$ cat src/rtl/freq_meter_bcd.sv
// Counts rising edges of an asynchronous input over a fixed window of mclk
// cycles and publishes each window's count as saturating 4-digit packed BCD.
module freq_meter_bcd #(
  parameter int GATE_CYCLES = 1000,
  parameter int CNT_W       = 24
) (
  input  logic        mclk,
  input  logic        rst,
  input  logic        en,
  input  logic        sig_in,
  output logic [15:0] bcd,
  output logic        ovf,
  output logic        valid,
  output logic        busy
);

  typedef enum logic {
    S_IDLE = 1'b0,
    S_MEAS = 1'b1
  } state_t;

  localparam logic [CNT_W-1:0] GATE_LAST = CNT_W'(GATE_CYCLES - 1);

  state_t            state_q, state_d;
  logic              s1_q, s2_q, s3_q;
  logic [CNT_W-1:0]  gate_q, gate_d;
  logic [15:0]       acc_q, acc_d;
  logic              acc_ovf_q, acc_ovf_d;
  logic [15:0]       bcd_q, bcd_d;
  logic              ovf_q, ovf_d;
  logic              valid_q, valid_d;

  logic              edge_det;
  logic              last_cycle;
  logic              acc_full;
  logic              carry;
  logic [15:0]       acc_inc;
  logic [15:0]       acc_next;
  logic              ovf_next;

  assign edge_det   = s2_q & ~s3_q;
  assign last_cycle = (state_q == S_MEAS) && (gate_q == GATE_LAST);
  assign acc_full   = (acc_q == 16'h9999);

  // Ripple a +1 through the four BCD digits; each 9 wraps to 0 and carries.
  always_comb begin
    acc_inc = acc_q;
    carry   = 1'b1;
    for (int i = 0; i < 4; i++) begin
      if (carry) begin
        if (acc_q[4*i +: 4] == 4'd9) begin
          acc_inc[4*i +: 4] = 4'd0;
        end else begin
          acc_inc[4*i +: 4] = acc_q[4*i +: 4] + 4'd1;
          carry             = 1'b0;
        end
      end
    end
  end

  // Value including this cycle's edge; pins at 9999 and flags overflow instead of wrapping.
  always_comb begin
    acc_next = acc_q;
    ovf_next = acc_ovf_q;
    if (edge_det) begin
      if (acc_full) begin
        ovf_next = 1'b1;
      end else begin
        acc_next = acc_inc;
      end
    end
  end

  // State register
  always_ff @(posedge mclk) begin
    if (!rst) begin
      state_q <= S_IDLE;
    end else begin
      state_q <= state_d;
    end
  end

  // Next-state logic
  always_comb begin
    state_d = state_q;
    case (state_q)
      S_IDLE: begin
        if (en) state_d = S_MEAS;
      end
      S_MEAS: begin
        if (!en) state_d = S_IDLE;
      end
      default: state_d = S_IDLE;
    endcase
  end

  // Output logic
  always_comb begin
    busy  = (state_q == S_MEAS);
    bcd   = bcd_q;
    ovf   = ovf_q;
    valid = valid_q;
  end

  // Datapath next values: window counter, accumulator and published result.
  always_comb begin
    gate_d    = gate_q;
    acc_d     = acc_q;
    acc_ovf_d = acc_ovf_q;
    bcd_d     = bcd_q;
    ovf_d     = ovf_q;
    valid_d   = 1'b0;
    if (state_q == S_MEAS) begin
      if (last_cycle) begin
        bcd_d     = acc_next;
        ovf_d     = ovf_next;
        valid_d   = 1'b1;
        gate_d    = '0;
        acc_d     = '0;
        acc_ovf_d = 1'b0;
      end else if (!en) begin
        gate_d    = '0;
        acc_d     = '0;
        acc_ovf_d = 1'b0;
      end else begin
        gate_d    = gate_q + CNT_W'(1);
        acc_d     = acc_next;
        acc_ovf_d = ovf_next;
      end
    end else begin
      gate_d    = '0;
      acc_d     = '0;
      acc_ovf_d = 1'b0;
    end
  end

  always_ff @(posedge mclk) begin
    if (!rst) begin
      s1_q      <= 1'b0;
      s2_q      <= 1'b0;
      s3_q      <= 1'b0;
      gate_q    <= '0;
      acc_q     <= '0;
      acc_ovf_q <= 1'b0;
      bcd_q     <= '0;
      ovf_q     <= 1'b0;
      valid_q   <= 1'b0;
    end else begin
      s1_q      <= sig_in;
      s2_q      <= s1_q;
      s3_q      <= s2_q;
      gate_q    <= gate_d;
      acc_q     <= acc_d;
      acc_ovf_q <= acc_ovf_d;
      bcd_q     <= bcd_d;
      ovf_q     <= ovf_d;
      valid_q   <= valid_d;
    end
  end

endmodule

$ cat config.mk
export PLATFORM = sky130hd
export DESIGN_NAME = freq_meter_bcd
export DESIGN_NICKNAME = d
export VERILOG_FILES = /design/src/rtl/freq_meter_bcd.sv
export SDC_FILE = /design/constraint.sdc
export NUM_CORES = 1
export LEC_CHECK = 0
export BUFFER_PORTS_ARGS = -buffer_cell sky130_fd_sc_hd__clkbuf_2
export CAP_MARGIN = 15
export CORE_ASPECT_RATIO = 1.4
export CORE_MARGIN = 4
export CORE_UTILIZATION = 25
export DETAILED_ROUTE_END_ITERATION = 8
export REMOVE_ABC_BUFFERS = 1
export SYNTH_ARGS = -nofsm -noshare
export SYNTH_HDL_FRONTEND = slang
export SYNTH_SLANG_ARGS = --single-unit
$ cat constraint.sdc
create_clock -name mclk -period 1.6 [get_ports mclk]
set_input_delay 0.08 -clock mclk [delete_from_list [all_inputs] [get_ports mclk]]
set_output_delay 0.08 -clock mclk [all_outputs]
set_load 0.005 [all_outputs]
* Yosys cells after proc, flatten, opt, wreduce, memory -nomap -nowiden
Cells that the tools add are included.
** Word-level totals
- Register bits after elaboration :: 63
- Bits in latches :: 0
- RAM bits :: 0
- Memory bits (read-only) :: 0
- Bits of input ports :: 4
- Output and inout bits :: 19
- Logic and storage cells :: 48
- Memories :: 0
** Cells by class
- Add/subtract/negate cells :: 5
- Multiply operators :: 0
- Div/mod/pow operators :: 0
- $lt $le $gt $ge :: 0
- Equal/unequal tests :: 6
- Shift-type cells :: 0
- Muxes and demuxes :: 18
- Bitwise logic cells :: 5
- Reduce and logical (&&, ||, !) cells :: 4
** Operators with widths (number)
- 16-bit two-way mux :: 2
- 4-bit two-way mux :: 7
- 24-bit by 1-bit adder with 24-bit output, second input constant :: 1
- 24-bit by 10-bit equality test with 1-bit output, second input constant :: 1
- 4-bit by 1-bit adder with 4-bit output, second input constant :: 4
- 16-bit equality test, second input constant :: 1
- 4-bit equality test, second input constant :: 4
- 1-bit two-way mux :: 9
- 1-bit NOT :: 4
- 2-bit AND reduction :: 2
- 4-bit OR reduction :: 1
- 1-bit AND :: 1
- 1-bit logical AND :: 1

* Longest topological paths before layout
- Depth in word-level cells :: 7
- Depth in mapped cells :: 8
- Gate-level depth less buffers :: 6

* Worst setup path after synthesis
No wires, ideal clock.
- Path kind :: register -> register
- Start point :: reg gate_q[15]
- End point :: reg ovf_q, in the netlist ovf
- Library setup time :: 0.116 ns
- Data arrival time :: 1.592 ns
- Data required time :: 1.484 ns
- Setup slack :: -0.108 ns
- Cell stages (with the launch flop) :: 8
- Path buffers :: 2
- Period minus slack after synthesis :: 1.708 ns
- Cells stage by stage :: dfxtp_1 -> or4_4 -> nor2_4 -> and4_1 -> buf_6 -> buf_12 -> nand2_1 -> o211a_1
** On the way
- Cells in the longest elaborated chain, start to end :: 3
** RTL lines
- start: declaration :: RTL line 26 : logic [CNT_W-1:0] gate_q, gate_d;
- start signal: assignment :: RTL line 152 : gate_q <= gate_d;
- 24-bit by 10-bit equality test with 1-bit output :: RTL line 42 : assign last_cycle = (state_q == S_MEAS) && (gate_q == GATE_LAST);
- 1-bit logical AND :: RTL line 42
- 2-bit AND reduction (no source line)
- end signal: assignment :: RTL line 156 : ovf_q <= ovf_d;
- end: declaration :: RTL line 30 : logic ovf_q, ovf_d;
Every way passes these cells.
A chain may end at the register's enable or synchronous reset.

* Final worst setup path
- Start point :: reg gate_q[15]
- End point :: reg bcd_q[12], in the netlist bcd[12]
** On the way
- Cells in the longest elaborated chain, start to end :: 3
** RTL lines
- 24-bit by 10-bit equality test with 1-bit output :: RTL line 42
- 1-bit logical AND :: RTL line 42
- 2-bit AND reduction (no source line)
- end signal: assignment :: RTL line 145 : bcd_q <= '0;
- end signal: assignment :: RTL line 155 : bcd_q <= bcd_d;
- end: declaration :: RTL line 29 : logic [15:0] bcd_q, bcd_d;
Every way passes these cells.

==> load_flow_metrics.sql <==
INSERT INTO impl_metrics (metric_group, metric, value, unit) VALUES
('outcome', 'status', 'complete, but fails checks', ''),
('outcome', 'failed_checks', 'setup timing', ''),
('logic_synthesis', 'yosysWarnings', '0', ''),
('floorplanning', 'initial_core_utilization', '25.6', '%'),
('place', 'io_buffers', '22', ''),
('logic_synthesis', 'synth_cell_type_count', '50', ''),
('min_path', 'whs_path_depth', '2', ''),
('power', 'swShare', '18.5', '%'),
('layout', 'drive_above_1_share', '35.3', '%'),
('timing', 'final.period_utilization', '107', '%'),
('clock_network', 'cts_buffers', '9', ''),
('layout', 'num_antenna_cells', '0', ''),
('clock_network', 'clock_insertion_delay_at_the_later_pin_of_the_skew_report', '0.32', 'ns'),
('clock_network', 'clkSlewWorstSetupHoldPaths', '0.05', 'ns'),
('floorplanning', 'core-area', '10500', 'um^2'),
('grt', 'number_of_global_route_vias_before_repair', '2377', ''),
('setup_path', 'cp.arrival', '1.97', 'ns'),
('place', 'gp_congestion', '0.777', ''),
('place', 'dp.cells', '497', ''),
('clock_network', 'tritoncts_num_sinks', '63', ''),
('timing', 'final_critical_path_setup_slack', '-0.105', 'ns'),
('min_path', 'hold_path_class', 'input port to flip-flop', ''),
('setup_path', 'worst_setup_path_end_kind', 'flip-flop', ''),
('power', 'seq_power_share', '42.3', '%'),
('layout', 'final_nets', '385', ''),
('logic_synthesis', 'synth.top_cells.by_area', 'sky130_fd_sc_hd__dfxtp_1, sky130_fd_sc_hd__nor2_1, sky130_fd_sc_hd__xor2_1, sky130_fd_sc_hd__nand2_1, sky130_fd_sc_hd__nand3_1', ''),
('logic_synthesis', 'synthArstFlopShare', '0', '%'),
('timing', 'setup_viol', '43', ''),
('timing', 'timing_worst_slew_pin_value', '0.278', 'ns'),
('grt', 'number_of_antenna_violations_at_the_first_check_in_global_routing', '0', ''),
('logic_synthesis', 'post-synth-top-count-cell', 'sky130_fd_sc_hd__dfxtp_1', ''),
('logic_synthesis', 'synthCells', '298', ''),
('drt', 'vias_per_cell', '4.56', ''),
('clock_network', 'max-clock-path-buffers', '2', ''),
('grt', 'first_pass_grt_wire_length', '10900', 'um'),
('logic_synthesis', 'synth_enable_flop_cells', '0', ''),
('setup_path', 'worstReg2RegEnd', 'bcd[12]$_SDFFE_PN0P_', ''),
('clock_network', 'root_buffer_master', 'sky130_fd_sc_hd__clkbuf_16', ''),
('layout', 'area_growth_syn_to_layout', '45.1', '%'),
('floorplanning', 'floorplan.die.height', '131', 'um'),
('power', 'pwr_density_cell', '958', 'nW/um^2'),
('floorplanning', 'die_area', '12500', 'um^2'),
('grt', 'grt_use_total', '11.3', '%'),
('timing', 'number_of_slew_limit_violations_in_the_final_report', '0', ''),
('timing', 'final.setup_skew', '0.00576', 'ns'),
('logic_synthesis', 'synthesis.area_per_instance', '9.00', 'um^2'),
('logic_synthesis', 'syn_area', '2680', 'um^2'),
('setup_path', 'r2r_cells', '6', ''),
('power', 'largest_voltage_drop_on_the_vdd_net', '0.567', 'mV'),
('floorplanning', 'die_w', '95.5', 'um'),
('drt', 'ant_nets', '0', ''),
('setup_path', 'crit_path_max_fo', '6', ''),
('setup_path', 'worst-setup-path-type', 'flip-flop to flip-flop', ''),
('logic_synthesis', 'post-synth-top-area-fraction', '47.0', '%'),
('timing', 'timing.final.hold_violations', '0', ''),
('power', 'net-switching-power', '0.690', 'mW'),
('power', 'p_leak', '1.55', 'nW'),
('setup_path', 'startpoint_type', 'flip-flop', ''),
('job', 'max_cap_viol', '0', ''),
('clock_network', 'tritoncts_clock_tree', 'built', ''),
('power', 'p_comb_share', '1.3', '%'),
('power', 'power_frac_clock', '56.4', '%'),
('timing', 'fmax', '587', 'MHz'),
('grt', 'grt_max_degree', '25', ''),
('drt', 'drt_pre_antenna_iters', '4', ''),
('layout', 'final-instance-count-excl-fill', '523', ''),
('drt', 'vias', '2387', ''),
('setup_path', 'worstPathRequired', '1.87', 'ns'),
('power', 'power.internal', '3.04', 'mW'),
('logic_synthesis', 'cell_accounting_for_the_most_synthesized_area', 'sky130_fd_sc_hd__dfxtp_1', ''),
('setup_path', 'setup.reg_to_reg.worst_slack', '-0.10', 'ns');
==> how the worst max path moves through the flow <==
stage	start	cells after the start	to	slack, ns
after detailed placement	gate_q[13]$_SDFF_PP0_	6	bcd[12]$_SDFFE_PN0P_	-0.15
after floorplan	acc_q[3]$_SDFF_PP0_	5	acc_q[11]$_SDFF_PP0_	-0.44
after global placement	gate_q[13]$_SDFF_PP0_	6	bcd[12]$_SDFFE_PN0P_	-0.11
after global routing	gate_q[10]$_SDFF_PP0_	6	bcd[12]$_SDFFE_PN0P_	-0.19
final	gate_q[15]$_SDFF_PP0_	6	bcd[12]$_SDFFE_PN0P_	-0.10
after CTS	gate_q[22]$_SDFF_PP0_	6	bcd[12]$_SDFFE_PN0P_	-0.11
==> registers in the layout (all words and copies together), names as in the netlist <==
| name | count |
|---|---|
| bcd | 16 |
| busy | 1 |
| s2_q | 1 |
| s1_q | 1 |
| acc_ovf_q | 1 |
| ovf | 1 |
| s3_q | 1 |
| gate_q | 24 |
| valid | 1 |
| acc_q | 16 |
==> stage by stage <==
step           area, um^2  setup TNS [ns]  hold WS, ns  worst slack, ns  power (mW)
6_report             3890           -1.19       0.0411           -0.105        3.73
5_1_grt              3890           -4.33       0.0473           -0.186        3.85
4_1_cts              3720           -1.00       0.0343           -0.106        3.77
3_5_place_dp         3310           -4.09        0.302           -0.150        1.65
3_3_place_gp         3310           -3.08        0.290           -0.110        1.65
2_1_floorplan        2600          -21.66        0.197           -0.444        1.62
==> cell usage in the layout (no fill, tap or decap), types with 3 or more instances in the layout <==
cell / count
sky130_fd_sc_hd__a21oi_1: 9
sky130_fd_sc_hd__a21oi_2: 4
sky130_fd_sc_hd__and2_1: 7
sky130_fd_sc_hd__and4_1: 4
sky130_fd_sc_hd__buf_12: 4
sky130_fd_sc_hd__buf_4: 52
sky130_fd_sc_hd__clkbuf_16: 10
sky130_fd_sc_hd__clkbuf_2: 22
sky130_fd_sc_hd__dfxtp_1: 53
sky130_fd_sc_hd__dfxtp_2: 8
sky130_fd_sc_hd__inv_1: 5
sky130_fd_sc_hd__mux2i_1: 3
sky130_fd_sc_hd__nand2_1: 25
sky130_fd_sc_hd__nand2b_1: 3
sky130_fd_sc_hd__nand3_1: 14
sky130_fd_sc_hd__nand4_1: 12
sky130_fd_sc_hd__nor2_1: 47
sky130_fd_sc_hd__nor2b_1: 3
sky130_fd_sc_hd__nor3_1: 3
sky130_fd_sc_hd__nor3_2: 3
sky130_fd_sc_hd__o211a_1: 6
sky130_fd_sc_hd__o21ai_0: 6
sky130_fd_sc_hd__o22ai_1: 3
sky130_fd_sc_hd__or4_4: 4
sky130_fd_sc_hd__xnor2_1: 7
sky130_fd_sc_hd__xor2_1: 19
==> power groups by stage <==
stage	sequential [mW]	clock (mW)	combinational, mW
after floorplan	1.61	0	0.0126
after global placement	1.61	0	0.0409
after detailed placement	1.61	0	0.0416
after CTS	1.58	2.15	0.0438
after global routing	1.58	2.22	0.0518
final	1.58	2.10	0.0471
==> area by class of cell <==
cell class                      instances  area [um^2]
Inverter                                5         18.8
Sequential cell                        63         1280
Clock buffer                           13          260
Tap cell                              138          173
Multi-Input combinational cell        219         1460
Fill cell                            1061         6570
Clock inverter                          3         65.1
Timing Repair Buffer                   82          638
==> critical path: stages, from the launching register on <==
cell	delay (ns)
sky130_fd_sc_hd__dfxtp_1	0.31
sky130_fd_sc_hd__or4_4	0.54
sky130_fd_sc_hd__nor2_4	0.15
sky130_fd_sc_hd__and4_4	0.23
sky130_fd_sc_hd__buf_6	0.13
sky130_fd_sc_hd__mux2i_1	0.16
sky130_fd_sc_hd__and2_1	0.12
==> routing by layer <==
metal	vias to the layer above	GRT usage, %	routed length (um)
li1	1206	-	-
met5	-	0	0
met3	16	3.49	266
met2	38	19.5	3470
met4	0	5.44	163
met1	1127	12.4	2740
==> logic make-up after synthesis <==
group / count (synthesis) / share of synthesized area (%)
compound gates: 39 / 9.98
xor+xnor: 27 / 8.82
fa+ha+maj: 1 / 0.466
buf+inv: 16 / 3.64
flops: 63 / 47.0
mux: 4 / 1.54
simple gates: 148 / 28.5
==> timing repair <==
| item | CTS | global route |
|---|---|---|
| cloned | 0 | 1 |
| setup buffers | 0 | 8 |
| hold buffers | 1 | 0 |
| setup endpoints to repair | 58 | 59 |
| pin swaps | 9 | 16 |
| endpoints found under the hold margin | 1 | 0 |
| gates resized for setup | 18 | 22 |
Note: power is estimated with default switching activity, not from simulation.
